==> src/rtl/fwd_hazard_unit.sv <==
// EX-stage forwarding selector and load-use stall generator with its own shadow pipeline of
// producer info. Define FWD_HAZARD_STATS_EN to add stall/forward/flush event counters.
module fwd_hazard_unit #(
  parameter int unsigned REG_AW     = 5,
  parameter int unsigned NUM_SRC    = 2,
  parameter int unsigned FWD_DEPTH  = 2,
  parameter int unsigned LOAD_STAGE = 2,
  parameter int unsigned SEL_W      = $clog2(FWD_DEPTH + 1)
) (
  input  logic                      clk,
  input  logic                      rst,
  input  logic                      en,
  input  logic                      flush,
  input  logic                      id_valid,
  input  logic [NUM_SRC*REG_AW-1:0] id_rs,
  input  logic [NUM_SRC-1:0]        id_rs_used,
  input  logic [REG_AW-1:0]         id_rd,
  input  logic                      id_reg_write,
  input  logic                      id_mem_read,
  output logic                      stall,
  output logic [NUM_SRC*SEL_W-1:0]  fwd_sel,
  output logic                      ex_valid
`ifdef FWD_HAZARD_STATS_EN
  ,
  output logic [31:0]               stat_stall,
  output logic [31:0]               stat_fwd,
  output logic [31:0]               stat_flush
`endif
);

  // Slot 0 is EX, slot k is the k-th stage after EX.
  logic [FWD_DEPTH:0]                 valid_q, valid_d;
  logic [FWD_DEPTH:0]                 reg_write_q, reg_write_d;
  logic [FWD_DEPTH:0]                 mem_read_q, mem_read_d;
  logic [FWD_DEPTH:0][REG_AW-1:0]     rd_q, rd_d;
  logic [NUM_SRC-1:0][REG_AW-1:0]     ex_rs_q, ex_rs_d;
  logic [NUM_SRC-1:0]                 ex_rs_used_q, ex_rs_used_d;
  logic                               load_valid;
  logic                               load_fwd_err;

  always_comb begin
    stall = 1'b0;
    for (int unsigned j = 0; j + 1 < LOAD_STAGE; j++) begin
      for (int unsigned i = 0; i < NUM_SRC; i++) begin
        if (valid_q[j] && reg_write_q[j] && mem_read_q[j] && id_rs_used[i] &&
            (id_rs[i*REG_AW +: REG_AW] != '0) &&
            (rd_q[j] == id_rs[i*REG_AW +: REG_AW])) begin
          stall = 1'b1;
        end
      end
    end
    if (!id_valid || flush) stall = 1'b0;
  end

  // Scan oldest to youngest so the youngest match is the one left standing.
  always_comb begin
    fwd_sel = '0;
    for (int unsigned i = 0; i < NUM_SRC; i++) begin
      if (valid_q[0] && ex_rs_used_q[i] && (ex_rs_q[i] != '0)) begin
        for (int k = int'(FWD_DEPTH); k >= 1; k--) begin
          if (valid_q[k] && reg_write_q[k] && (rd_q[k] == ex_rs_q[i])) begin
            fwd_sel[i*SEL_W +: SEL_W] = SEL_W'(k);
          end
        end
      end
    end
  end

  assign ex_valid   = valid_q[0];
  assign load_valid = id_valid && !stall && !flush;

  always_comb begin
    valid_d      = valid_q;
    reg_write_d  = reg_write_q;
    mem_read_d   = mem_read_q;
    rd_d         = rd_q;
    ex_rs_d      = ex_rs_q;
    ex_rs_used_d = ex_rs_used_q;
    if (en) begin
      for (int unsigned j = FWD_DEPTH; j >= 1; j--) begin
        valid_d[j]     = valid_q[j-1];
        reg_write_d[j] = reg_write_q[j-1];
        mem_read_d[j]  = mem_read_q[j-1];
        rd_d[j]        = rd_q[j-1];
      end
      valid_d[0]     = load_valid;
      reg_write_d[0] = load_valid && id_reg_write;
      mem_read_d[0]  = load_valid && id_mem_read;
      rd_d[0]        = load_valid ? id_rd : '0;
      ex_rs_d        = load_valid ? id_rs : '0;
      ex_rs_used_d   = load_valid ? id_rs_used : '0;
    end
  end

  always_ff @(posedge clk) begin
    if (rst) begin
      valid_q      <= '0;
      reg_write_q  <= '0;
      mem_read_q   <= '0;
      rd_q         <= '0;
      ex_rs_q      <= '0;
      ex_rs_used_q <= '0;
    end else begin
      valid_q      <= valid_d;
      reg_write_q  <= reg_write_d;
      mem_read_q   <= mem_read_d;
      rd_q         <= rd_d;
      ex_rs_q      <= ex_rs_d;
      ex_rs_used_q <= ex_rs_used_d;
    end
  end

  // A load must never be forwarded from a slot before its data is available.
  always_comb begin
    load_fwd_err = 1'b0;
    for (int unsigned i = 0; i < NUM_SRC; i++) begin
      if ((fwd_sel[i*SEL_W +: SEL_W] != '0) && (32'(fwd_sel[i*SEL_W +: SEL_W]) < LOAD_STAGE) &&
          mem_read_q[fwd_sel[i*SEL_W +: SEL_W]]) begin
        load_fwd_err = 1'b1;
      end
    end
  end

  always_ff @(posedge clk) begin
    if (!rst) begin
      assert (!load_fwd_err);
    end
  end

`ifdef FWD_HAZARD_STATS_EN
  logic [31:0] stall_cnt_q, fwd_cnt_q, flush_cnt_q;

  always_ff @(posedge clk) begin
    if (rst) begin
      stall_cnt_q <= '0;
      fwd_cnt_q   <= '0;
      flush_cnt_q <= '0;
    end else if (en) begin
      if (stall && (stall_cnt_q != '1)) stall_cnt_q <= stall_cnt_q + 32'd1;
      if ((|fwd_sel) && (fwd_cnt_q != '1)) fwd_cnt_q <= fwd_cnt_q + 32'd1;
      if (flush && (flush_cnt_q != '1)) flush_cnt_q <= flush_cnt_q + 32'd1;
    end
  end

  assign stat_stall = stall_cnt_q;
  assign stat_fwd   = fwd_cnt_q;
  assign stat_flush = flush_cnt_q;
`endif

endmodule

==> config.mk <==
export PLATFORM = sky130hd
export DESIGN_NAME = fwd_hazard_unit
export DESIGN_NICKNAME = d
export VERILOG_FILES = /design/src/rtl/fwd_hazard_unit.sv
export SDC_FILE = /design/constraint.sdc
export NUM_CORES = 1
export LEC_CHECK = 0
export BUFFER_PORTS_ARGS = -buffer_cell sky130_fd_sc_hd__buf_2
export CORE_ASPECT_RATIO = 1.2
export CORE_MARGIN = 4
export CORE_UTILIZATION = 50
export DETAILED_ROUTE_END_ITERATION = 16
export PLACE_DENSITY = 0.73
export SKIP_CTS_REPAIR_TIMING = 1
export SYNTH_ARGS = -nofsm -noshare
export SYNTH_HDL_FRONTEND = slang
export SYNTH_SLANG_ARGS = --single-unit
==> constraint.sdc <==
create_clock -name clk -period 3 [get_ports clk]
set_input_delay 0.45 -clock clk [delete_from_list [all_inputs] [get_ports clk]]
set_output_delay 0.45 -clock clk [all_outputs]
set_load 0.005 [all_outputs]
==> flow_summary.yaml, run 1 <==
grt:
  total_congestion_overflow_after_global_routing: 0
  antenna_found_initial: 0
  grt_pass1_vias: 1255
  grt_first_pass_wirelength_mm: 6.16
  grt_util_overall_pct: 19.6
  grt_max_degree: 21
clock_tree:
  cts_max_path_buffers: 2
  clkLatencyLatePin_ns: 0.34
  ctsRootBufferMaster: "sky130_fd_sc_hd__clkbuf_4"
  cts.reportedPaths.clkPinSlew_ns: 0.11
  cts_tree: "built"
  clock_sink_total: 34
  htree_levels: 2
  number_of_buffers_added_by_the_clock_tree_synthesis_step: 5
die:
  die_w_um: 59.6
  floorplan.die_area_um2: 4170
  floorplan.core_area_um2: 3060
  die_h_um: 69.9
  placement_rows: 22
  floorplan.io_pins: 30
  initial_core_util_pct: 52.3
critical_path:
  worst_ep_required_time_ns: 2.55
  worst_path_dominant_cell_family: "simple AND/OR/NAND/NOR gates"
  worst_setup_path_start_kind: "flip-flop"
  crit_path_max_fanout: 4
  worst_setup_path_end_kind: "output pin"
  cp_data_arrival_time_ns: 1.81
  critical_path.cell_chain: "or4_1 > o211ai_1 > nor4_1 > o21a_1 > buf_2"
  max_stage_delay_ns: 0.52
  timing.critical_path.buf_inv: 1
  critPathKind: "flip-flop to output pin"
  slowest_stage: "sky130_fd_sc_hd__or4_1"
synth:
  synth_top_family_by_area: "XOR/XNOR gates"
  netlist_instances: 156
  post_synth_num_cell_types: 28
  synth_top_cells_by_area: "sky130_fd_sc_hd__dfxtp_1, sky130_fd_sc_hd__xnor2_1, sky130_fd_sc_hd__a22o_1"
  synth_warn: 0
  synth-adder-area-share_pct: 0
  yosys.area_share.xor_xnor_pct: 15.3
  muxShareOfSynthArea_pct: 8.77
  syn-num-nets: 180
  yosys_register_bits: 34
  synthesized_area_per_cell_um2: 10.2
  synthSimpleGateAreaFrac_pct: 14.8
  synth.cell_area_um2: 1600
  synth_compound_area_share_pct: 14.6
  yosys.area.top_type_share_pct: 42.6
  netlist.top_cell.by_area: "sky130_fd_sc_hd__dfxtp_1"
  seq_area_frac_synth_pct: 42.6
placed_design:
  port_buffers: 29
  place_congestion: 0.817
  dp_slack_ns: 0.990
  dp_hpwl_mm: 2.80
routing:
  first_iter_violations: 28
  detail_route.wirelength_mm: 3.70
  drtAntennaViolNets: 0
  detail_route.drc_violations: 0
  detail_route.first_pass.iterations: 4
  avgViaCountPerCell: 5.68
  vias: 1267
  wl_per_cell_um: 16.6
pwr:
  post_layout_power_uw: 820
  share_seq_of_total_power_pct: 57.6
  pwr-share-comb_pct: 9.3
  power_leakage_uw: 0.000777
  power.ir.vdd_worst_mv: 0.340
  p_sw_share_pct: 25.5
  p_switching_uw: 209
  clkPwrFrac_pct: 33.1
  cellPowerDensity_nw_per_um2: 450
  internal_power_uw: 611
final_layout:
  layout.core_utilization_pct: 59.6
  areaGrowthSynthToFinish_pct: 13.9
  antenna_cells: 0
  drive_above_1_share_pct: 23.5
  design.final.nets: 210
timing:
  slew_headroom_pct: 69.6
  tightest_slew_ns: 0.456
  report.final.setup_viol: 0
  finalClockSkew_ns: 0.00460
  worst_slack_ns: 0.742
  unrepaired_setup_endpoints_after_global_routing: "false"
  timing.setup.tns_ns: 0
  hold_violations: 0
  achievable-frequency_ghz: 0.443
  period_utilisation_layout_pct: 75.3
  hold_ws_ns: 0.321
  final.min_clock_period_ns: 2.26
  timing_max_transition_violations_final: 0
run_status:
  status: "complete, no violations"
run:
  drv_cap: 0
hold_path:
  hold_path_class: "input port to flip-flop"
==> through the flow <==
stage | cells | cell area [um2]
after floorplan | 156 | 1600
after global placement | 215 | 1760
after detailed placement | 215 | 1760
after CTS | 223 | 1820
after global routing | 223 | 1820
final | 223 | 1820
==> cell families after synthesis <==
kind of cell / count (synthesis)
simple gates: 40
compound gates: 28
xor+xnor: 28
buf+inv: 12
flops: 34
mux: 14
==> worst register-to-register path, stage by stage, from the launching register on <==
cell and delay, ns:
sky130_fd_sc_hd__dfxtp_1 0.40, sky130_fd_sc_hd__o21ai_0 0.36, sky130_fd_sc_hd__nor4b_4 0.10, sky130_fd_sc_hd__nor3_2 0.43
sky130_fd_sc_hd__buf_4 0.28, sky130_fd_sc_hd__a22o_1 0.18
==> metal layers <==
| layer | vias up | share of wire (%) | track usage (%) |
|---|---|---|---|
| met1 | 613 | 43 | 23.2 |
| met2 | 29 | 51 | 32.8 |
| met3 | 6 | 5.0 | 5.91 |
| met4 | 0 | 1.5 | 6.65 |
| met5 | - | 0 | 0 |
| li1 | 619 | - | - |
==> synthesized netlist by cell type <==
cell,count
sky130_fd_sc_hd__inv_1,4
sky130_fd_sc_hd__o21a_1,2
sky130_fd_sc_hd__nand3_2,1
sky130_fd_sc_hd__o211a_1,1
sky130_fd_sc_hd__nand2_1,3
sky130_fd_sc_hd__mux2i_1,14
sky130_fd_sc_hd__a22o_1,19
sky130_fd_sc_hd__clkbuf_1,5
sky130_fd_sc_hd__and3_1,1
sky130_fd_sc_hd__xnor2_1,25
sky130_fd_sc_hd__o21ai_0,2
sky130_fd_sc_hd__buf_6,2
sky130_fd_sc_hd__or4_1,2
sky130_fd_sc_hd__nand3_1,2
sky130_fd_sc_hd__o2111ai_1,1
sky130_fd_sc_hd__nand4_1,5
sky130_fd_sc_hd__a21o_2,1
sky130_fd_sc_hd__nor4b_4,1
sky130_fd_sc_hd__nor3_1,3
sky130_fd_sc_hd__nor2_1,15
sky130_fd_sc_hd__nor4_1,4
sky130_fd_sc_hd__dfxtp_1,34
sky130_fd_sc_hd__buf_2,1
sky130_fd_sc_hd__nor3_4,1
sky130_fd_sc_hd__o211ai_1,2
sky130_fd_sc_hd__xor2_1,3
sky130_fd_sc_hd__nor3_2,1
sky130_fd_sc_hd__or3_1,1
==> cells in the final DEF (no fill, tap or decap) <==
cell,netlist,final
sky130_fd_sc_hd__nand4_1,5,5
sky130_fd_sc_hd__nor2_1,15,15
sky130_fd_sc_hd__buf_4,0,2
sky130_fd_sc_hd__o2111ai_1,1,1
sky130_fd_sc_hd__o211ai_1,2,2
sky130_fd_sc_hd__nand3_1,2,2
sky130_fd_sc_hd__nor4_1,4,4
sky130_fd_sc_hd__a22o_1,19,19
sky130_fd_sc_hd__nand2_1,3,3
sky130_fd_sc_hd__and3_1,1,1
sky130_fd_sc_hd__xor2_1,3,3
sky130_fd_sc_hd__buf_2,1,29
sky130_fd_sc_hd__o21ai_0,2,2
sky130_fd_sc_hd__inv_1,4,4
sky130_fd_sc_hd__o211a_1,1,1
sky130_fd_sc_hd__nor3_4,1,1
sky130_fd_sc_hd__mux2i_1,14,14
sky130_fd_sc_hd__a21o_2,1,1
sky130_fd_sc_hd__clkinv_2,0,1
sky130_fd_sc_hd__or4_1,2,2
sky130_fd_sc_hd__xnor2_1,25,25
sky130_fd_sc_hd__nand3_2,1,1
sky130_fd_sc_hd__dfxtp_1,34,34
sky130_fd_sc_hd__or3_1,1,1
sky130_fd_sc_hd__o21a_1,2,2
sky130_fd_sc_hd__clkbuf_8,0,1
sky130_fd_sc_hd__nor3_1,3,3
sky130_fd_sc_hd__nor4b_4,1,1
sky130_fd_sc_hd__clkinvlp_4,0,1
sky130_fd_sc_hd__nor3_2,1,1
sky130_fd_sc_hd__clkbuf_4,0,5
==> state kept, by name, indices dropped and copies added (netlist names) <==
| name | count |
|---|---|
| mem_read_q | 1 |
| rd_q | 15 |
| ex_rs_used_q | 2 |
| ex_rs_q | 10 |
| reg_write_q | 3 |
| valid_q | 3 |
==> power by group through the flow <==
stage / sequential [uW] / combinational [uW] / clock [uW]
global placement: 482 / 73.9 / 0
detailed placement: 483 / 76.7 / 0
global route: 474 / 83.7 / 290
CTS: 472 / 77.1 / 275
floorplan: 478 / 50.6 / 0
finish: 472 / 76.4 / 271
==> layout make-up <==
cell class                      count  area [um2]
Timing Repair Buffer               31         160
Clock inverter                      2        12.5
Clock buffer                        6        51.3
Multi-Input combinational cell    110         856
Fill cell                         271        1230
Tap cell                           36        45.0
Inverter                            4        15.0
Sequential cell                    34         681
==> final timing paths <==
| check | endpoint | cells after the start | slack [ns] | startpoint |
|---|---|---|---|---|
| hold reg to reg | mem_read_q[0] | 1 | 0.49 | mem_read_q[0] |
| setup reg to reg | ex_rs_q[7] | 5 | 1.21 | rd_q[4] |
| setup / recovery | fwd_sel[1] | 5 | 0.74 | ex_rs_q[1] |
| hold / removal | rd_q[3] | 2 | 0.32 | id_rd[3] |
No activity file was read; power rests on OpenSTA's default activity.
==> inputs of run 2 (changes only) <==
--- a/config.mk
+++ b/config.mk
@@ -5,12 +5,13 @@
 export SDC_FILE = /design/constraint.sdc
 export NUM_CORES = 1
 export LEC_CHECK = 0
+export ABC_AREA = 1
 export BUFFER_PORTS_ARGS = -buffer_cell sky130_fd_sc_hd__buf_2
 export CORE_ASPECT_RATIO = 1.2
 export CORE_MARGIN = 4
 export CORE_UTILIZATION = 50
 export DETAILED_ROUTE_END_ITERATION = 16
-export PLACE_DENSITY = 0.73
+export PLACE_DENSITY = 0.75
 export SKIP_CTS_REPAIR_TIMING = 1
 export SYNTH_ARGS = -nofsm -noshare
 export SYNTH_HDL_FRONTEND = slang
==> constraint.sdc (replaced) <==
create_clock -name clk -period 2.05 [get_ports clk]
set_input_delay 0.3075 -clock clk [delete_from_list [all_inputs] [get_ports clk]]
set_output_delay 0.3075 -clock clk [all_outputs]
set_load 0.005 [all_outputs]
==> run 2 against run 1 <==
Sequential cell count stayed put. Critical path depth is 2 higher. Cell count is 58% higher. Clock skew is 0.0011 ns lower. Via count is 49% higher. Power is 97% higher. Global-route usage is 1.8 points higher. Largest power group is now clock. Hold slack worse by 0.016 ns. Register-to-register slack worse by 0.81 ns. Setup slack worse by 0.54 ns. Wire length is 28% higher. Non-clock buffer count is 1 higher.
==> flow_summary.yaml, run 2 <==
timing:
  tightest_slew_ns: 0.584
  unrepaired_setup_endpoints_after_global_routing: "false"
  report.final.setup_viol: 0
  slew_headroom_pct: 61.1
  period_utilisation_layout_pct: 90.0
  hold_violations: 0
  timing_max_transition_violations_final: 0
  achievable-frequency_ghz: 0.542
  timing.setup.tns_ns: 0
  final.min_clock_period_ns: 1.85
  finalClockSkew_ns: 0.00347
synth:
  postSynth.asyncResetShare_pct: 0
  synth-adder-area-share_pct: 0
  synthSimpleGateAreaFrac_pct: 30.3
  synth_top_family_by_area: "simple AND/OR/NAND/NOR gates"
  yosys.area.top_type_share_pct: 35.7
  seq_area_frac_synth_pct: 35.7
  netlist.top_cell.by_area: "sky130_fd_sc_hd__dfxtp_1"
  synth-edff-count: 0
  post_synth_num_cell_types: 28
  yosys.area_share.xor_xnor_pct: 6.44
  synth_top_cells_by_area: "sky130_fd_sc_hd__dfxtp_1, sky130_fd_sc_hd__nand2_1, sky130_fd_sc_hd__a21oi_1"
  synth_warn: 0
  synth_top_flop_cell: "sky130_fd_sc_hd__dfxtp_1"
  yosys_register_bits: 34
  synth_compound_area_share_pct: 17.3
  synth.cell_area_um2: 1900
  yosys.cell_count.top_type: "sky130_fd_sc_hd__nand2_1"
  ys_top_cells_by_count: "sky130_fd_sc_hd__nand2_1, sky130_fd_sc_hd__dfxtp_1, sky130_fd_sc_hd__a21oi_1, sky130_fd_sc_hd__inv_1"
  syn-num-nets: 299
  synthesized_area_per_cell_um2: 6.92
  netlist_instances: 275
  muxShareOfSynthArea_pct: 0
grt:
  grt_max_degree: 35
  grt_util_overall_pct: 21.3
  grt_first_pass_wirelength_mm: 8.00
  total_congestion_overflow_after_global_routing: 0
  grt_pass1_vias: 1741
  antenna_found_initial: 0
placed_design:
  dp_hpwl_mm: 3.62
  place_congestion: 1.04
  numPlacedInstances: 345
  port_buffers: 29
routing:
  drtAntennaViolNets: 0
  vias: 1892
  detail_route.drc_violations: 0
  first_iter_violations: 113
  detail_route.first_pass.iterations: 4
  avgViaCountPerCell: 5.36
  wl_per_cell_um: 13.4
  detail_route.wirelength_mm: 4.75
final_layout:
  max_ffs_per_register: 15
  layout.cells.most_common: "sky130_fd_sc_hd__nand2_1"
  antenna_cells: 0
  design.final.nets: 324
  largest_register: "rd_q"
  drive_above_1_share_pct: 15.3
  layout_common_cells: "sky130_fd_sc_hd__nand2_1, sky130_fd_sc_hd__a21oi_1, sky130_fd_sc_hd__dfxtp_1, sky130_fd_sc_hd__buf_2, sky130_fd_sc_hd__inv_1"
  areaGrowthSynthToFinish_pct: 15.0
  largest_registers: "rd_q x15, ex_rs_q x10"
  fin_cells: 353
pwr:
  cellPowerDensity_nw_per_um2: 739
  clkPwrFrac_pct: 46.1
  p_sw_share_pct: 23.6
  pwr-share-comb_pct: 10.3
  power.ir.vdd_worst_mv: 0.389
  power_leakage_uw: 0.000876
  p_switching_uw: 382
  share_seq_of_total_power_pct: 43.6
  internal_power_uw: 1240
critical_path:
  critPathKind: "flip-flop to output pin"
  slowest_stage: "sky130_fd_sc_hd__dfxtp_2"
  max_stage_delay_ns: 0.40
  worst_setup_path_end_kind: "output pin"
  cp_data_arrival_time_ns: 1.54
  worst_setup_path_start_kind: "flip-flop"
  critical_path.cell_chain: "nand3_1 > inv_1 > nand2_1 > nor3_1 > o211ai_1 > a21oi_1 > buf_2"
  worst_ep_required_time_ns: 1.74
  crit_path_max_fanout: 6
die:
  die_w_um: 64.3
  initial_core_util_pct: 52.0
  die_h_um: 75.6
  floorplan.core_area_um2: 3660
  placement_rows: 24
  floorplan.die_area_um2: 4860
  floorplan.io_pins: 30
clock_tree:
  clock_sink_total: 34
  clkLatencyLatePin_ns: 0.29
  cts_max_path_buffers: 2
  cts.reportedPaths.clkPinSlew_ns: 0.07
  htree_levels: 2
  number_of_buffers_added_by_the_clock_tree_synthesis_step: 5
  cts_tree: "built"
  ctsRootBufferMaster: "sky130_fd_sc_hd__clkbuf_8"
hold_path:
  hold_path_class: "input port to flip-flop"
run:
  drv_cap: 0
run_status:
  status: "complete, no violations"
-- run 2: layout make-up --
type	count	area, um2
sequential	34	682
multi-input combinational	198	1030
timing repair buffer	32	168
tap	52	65.1
inverter	29	109
clock inverter	3	68.8
fill	376	1470
clock buffer	5	68.8
-- run 2: cell families (layout without fill, tap and decap cells) --
group	Yosys count	count (layout)
AO/OA/AOI/OAI	56	56
XOR/XNOR	14	14
buffers and inverters	43	69
flip-flops	34	34
AND/OR/NAND/NOR	128	128
-- run 2: power by group through the flow --
stage / Clock, uW / Combinational [uW] / Sequential, uW
floorplan: 0 / 112 / 714
global placement: 0 / 165 / 721
detailed placement: 0 / 165 / 721
CTS: 760 / 166 / 706
global route: 791 / 189 / 709
finish: 746 / 166 / 707
-- run 2: metrics by stage --
stage               cell area (um2)  setup slack [ns]  util [%]  power, uW  hold slack, ns
detailed placement             2050             0.365      56.0        887           0.454
finish                         2190             0.204      59.8       1620           0.305
floorplan                      1900             0.730         -        826           0.441
CTS                            2190             0.105      59.8       1630           0.296
global route                   2190            0.0375      59.8       1690           0.306
global placement               2050             0.381      56.0        886           0.449
-- run 2: critical path, delay by kind of cell, from the launching register on --
kind	cells	cell delay [ns]
flops	1	0.40
simple gates	3	0.35
buf+inv	2	0.25
compound gates	2	0.26
-- run 2: final timing paths --
path | startpoint | end | slack [ns] | cells past startpoint
worst max-delay path | valid_q[0] | stall | 0.20 | 7
worst min-delay path | id_rd[0] | rd_q[0] | 0.31 | 3
worst max register to register | rd_q[1] | ex_rs_used_q[1] | 0.40 | 7
worst min register to register | valid_q[2] | valid_q[2] | 0.46 | 2
-- run 2: metal layers --
| layer | GRT usage, % | wire length (um) |
|---|---|---|
| met1 | 26.4 | 2110 |
| met2 | 35.4 | 2200 |
| met5 | 0 | 0 |
| met3 | 4.57 | 287 |
| met4 | 11.0 | 146 |
==> inputs of run 3 (changes only) <==
--- a/config.mk
+++ b/config.mk
@@ -11,7 +11,7 @@
 export CORE_MARGIN = 4
 export CORE_UTILIZATION = 50
 export DETAILED_ROUTE_END_ITERATION = 16
-export PLACE_DENSITY = 0.75
+export PLACE_DENSITY = 0.72
 export SKIP_CTS_REPAIR_TIMING = 1
 export SYNTH_ARGS = -nofsm -noshare
 export SYNTH_HDL_FRONTEND = slang
==> constraint.sdc (replaced) <==
create_clock -name clk -period 1.8 [get_ports clk]
set_input_delay 0.27 -clock clk [delete_from_list [all_inputs] [get_ports clk]]
set_output_delay 0.27 -clock clk [all_outputs]
set_load 0.005 [all_outputs]
==> run 3 against run 2 <==
Via count shrank 1.2%. Sequential share of layout area up 0.20 points. Largest cell class unchanged. Critical endpoint unchanged. Sequential power rose by 14%. First-iteration DRC count decreased by 13%. Highest routed layer unchanged. Power rose by 5.6%.
==> flow_summary.yaml, run 3 (same netlist as run 2, synthesis figures left out) <==
pwr:
  cellPowerDensity_nw_per_um2: 777
  power_leakage_uw: 0.000871
  power.ir.vdd_worst_mv: 0.435
hold_path:
  hold_start: "id_rd[4]"
  min_delay_worst_endpoint: "rd_q[4]"
  hold_path_class: "input port to flip-flop"
  min_path_cells: 3
final_layout:
  largest_register: "rd_q"
  filler_cell_count: 386
  antenna_cells: 0
  areaGrowthSynthToFinish_pct: 15.6
  max_ffs_per_register: 15
  postLayoutCellArea_um2: 2200
  layout_common_cells: "sky130_fd_sc_hd__nand2_1, sky130_fd_sc_hd__a21oi_1, sky130_fd_sc_hd__buf_2, sky130_fd_sc_hd__dfxtp_1, sky130_fd_sc_hd__inv_1"
  layout.cells.most_common: "sky130_fd_sc_hd__nand2_1"
  drive_above_1_share_pct: 18.8
  largest_registers: "rd_q x15, ex_rs_q x10"
  design.final.nets: 326
die:
  placement_rows: 24
  floorplan.io_pins: 30
  initial_core_util_pct: 52.0
  floorplan.die_area_um2: 4860
  floorplan.core_area_um2: 3660
  die_h_um: 75.6
  die_w_um: 64.3
routing:
  vias: 1869
  drtAntennaViolNets: 0
  highest-signal-layer: "met4"
  wl_per_cell_um: 13.6
  route.met2.wl_mm: 2.33
  detail_route.first_pass.iterations: 4
  detail_route.wirelength_mm: 4.83
  avgViaCountPerCell: 5.26
  drt-met1-wl_mm: 2.27
  first_iter_violations: 98
  detail_route.drc_violations: 0
  met3RoutedLength_um: 187
timing:
  hold_violations: 0
  tightest_slew_ns: 0.600
  slew_headroom_pct: 60.0
  finalClockSkew_ns: 0.00349
  report.final.setup_viol: 0
  period_utilisation_layout_pct: 94.7
  worst_slack_ns: 0.0962
  timing_max_transition_violations_final: 0
  achievable-frequency_ghz: 0.587
  final.min_clock_period_ns: 1.70
  unrepaired_setup_endpoints_after_global_routing: "true"
placed_design:
  port_buffers: 29
  dp_slack_ns: 0.183
  post_dp_cell_area_um2: 2070
  place_congestion: 0.955
  dp_hpwl_mm: 3.64
critical_path:
  ff2ff_setup_slack_ns: 0.24
  crit_path_frequent_cell: "sky130_fd_sc_hd__nand2_1"
  worst_path_dominant_cell_family: "simple AND/OR/NAND/NOR gates"
  max_stage_delay_ns: 0.33
  timing.critical_path.buf_inv: 2
  timing.rr.end: "ex_rs_q[5]"
  reg2regPathDepth: 7
  cp-startpoint: "rd_q[0]"
  worst_ep_required_time_ns: 1.53
  critical_path.cell_chain: "inv_1 > nand2_1 > nand2_1 > nor3_1 > o211ai_1 > a21oi_1 > buf_2"
  critPathKind: "flip-flop to output pin"
  crit-reg2reg-launch: "rd_q[0]"
  slowest_stage: "sky130_fd_sc_hd__dfxtp_1"
  worst_setup_path_start_kind: "flip-flop"
  cp_data_arrival_time_ns: 1.43
  crit_path_max_fanout: 3
  worst_setup_path_end_kind: "output pin"
clock_tree:
  cts.reportedPaths.clkPinSlew_ns: 0.07
  cts_max_path_buffers: 2
  cts_tree: "built"
  clkLatencyLatePin_ns: 0.28
  clock_sink_total: 34
  htree_levels: 2
  ctsRootBufferMaster: "sky130_fd_sc_hd__clkbuf_8"
  number_of_buffers_added_by_the_clock_tree_synthesis_step: 5
grt:
  grt_util_overall_pct: 21.1
  antenna_found_initial: 0
  total_congestion_overflow_after_global_routing: 0
  grt_pass1_vias: 1717
  grt_first_pass_wirelength_mm: 8.00
  grt_max_degree: 35
run:
  drv_cap: 0
run_status:
  status: "complete, no violations"
[run 3: changes by cell type in the layout (fill, tap and decap cells not counted), moves of 2 or more]
cell | before | now
sky130_fd_sc_hd__clkinvlp_4 | 0 | 2
sky130_fd_sc_hd__buf_4 | 3 | 5
sky130_fd_sc_hd__dfxtp_1 | 33 | 27
sky130_fd_sc_hd__dfxtp_2 | 1 | 7
[run 3: how the worst max path moves through the flow]
stage                 end  depth (start not counted)  slack (ns)
2_1_floorplan       stall                          6        0.52
3_3_place_gp   ex_rs_q[5]                          7        0.16
3_5_place_dp   ex_rs_q[5]                          7        0.18
4_1_cts             stall                          7        0.02
5_1_grt             stall                          7      -0.003
6_report            stall                          7         0.1
[run 3: per-stage QoR]
| stage | util (%) | hold slack (ns) | total power, uW | TNS [ns] | std cells |
|---|---|---|---|---|---|
| floorplan | - | 0.440 | 941 | 0 | 275 |
| global placement | 56.4 | 0.449 | 1010 | 0 | 347 |
| detailed placement | 56.4 | 0.454 | 1010 | 0 | 347 |
| CTS | 59.5 | 0.258 | 1720 | 0 | 355 |
| global route | 60.1 | 0.258 | 1780 | -0.00310 | 355 |
| finish | 60.1 | 0.258 | 1710 | 0 | 355 |
[run 3: power breakdown]
group | switching, uW | leakage, uW | internal [uW]
logic | 116 | 0.000540 | 81.0
clock network | 296 | 0.0000504 | 412
registers | 27.6 | 0.000280 | 776
total | 440 | 0.000871 | 1270
[run 3: metal layers]
metal | global-route usage, % | vias up
met2 | 35.2 | 46
met3 | 3.98 | 4
met1 | 27.5 | 838
met5 | 0 | -
met4 | 8.22 | 0
li1 | - | 981
[run 3: final cells by class]
type | instances | area [um2] | share of cell area, %
Multi-Input combinational cell | 198 | 1040 | 47.3
Sequential cell | 34 | 689 | 31.3
Timing Repair Buffer | 34 | 183 | 8.30
Inverter | 29 | 109 | 4.95
Clock buffer | 5 | 68.8 | 3.13
Tap cell | 52 | 65.1 | 2.96
Clock inverter | 3 | 45.0 | 2.05
[run 3: tightest hold or removal path, cell delays in order]
cell and delay (ns):
sky130_fd_sc_hd__buf_2 0.10, sky130_fd_sc_hd__nand4_1 0.08, sky130_fd_sc_hd__a21oi_1 0.06
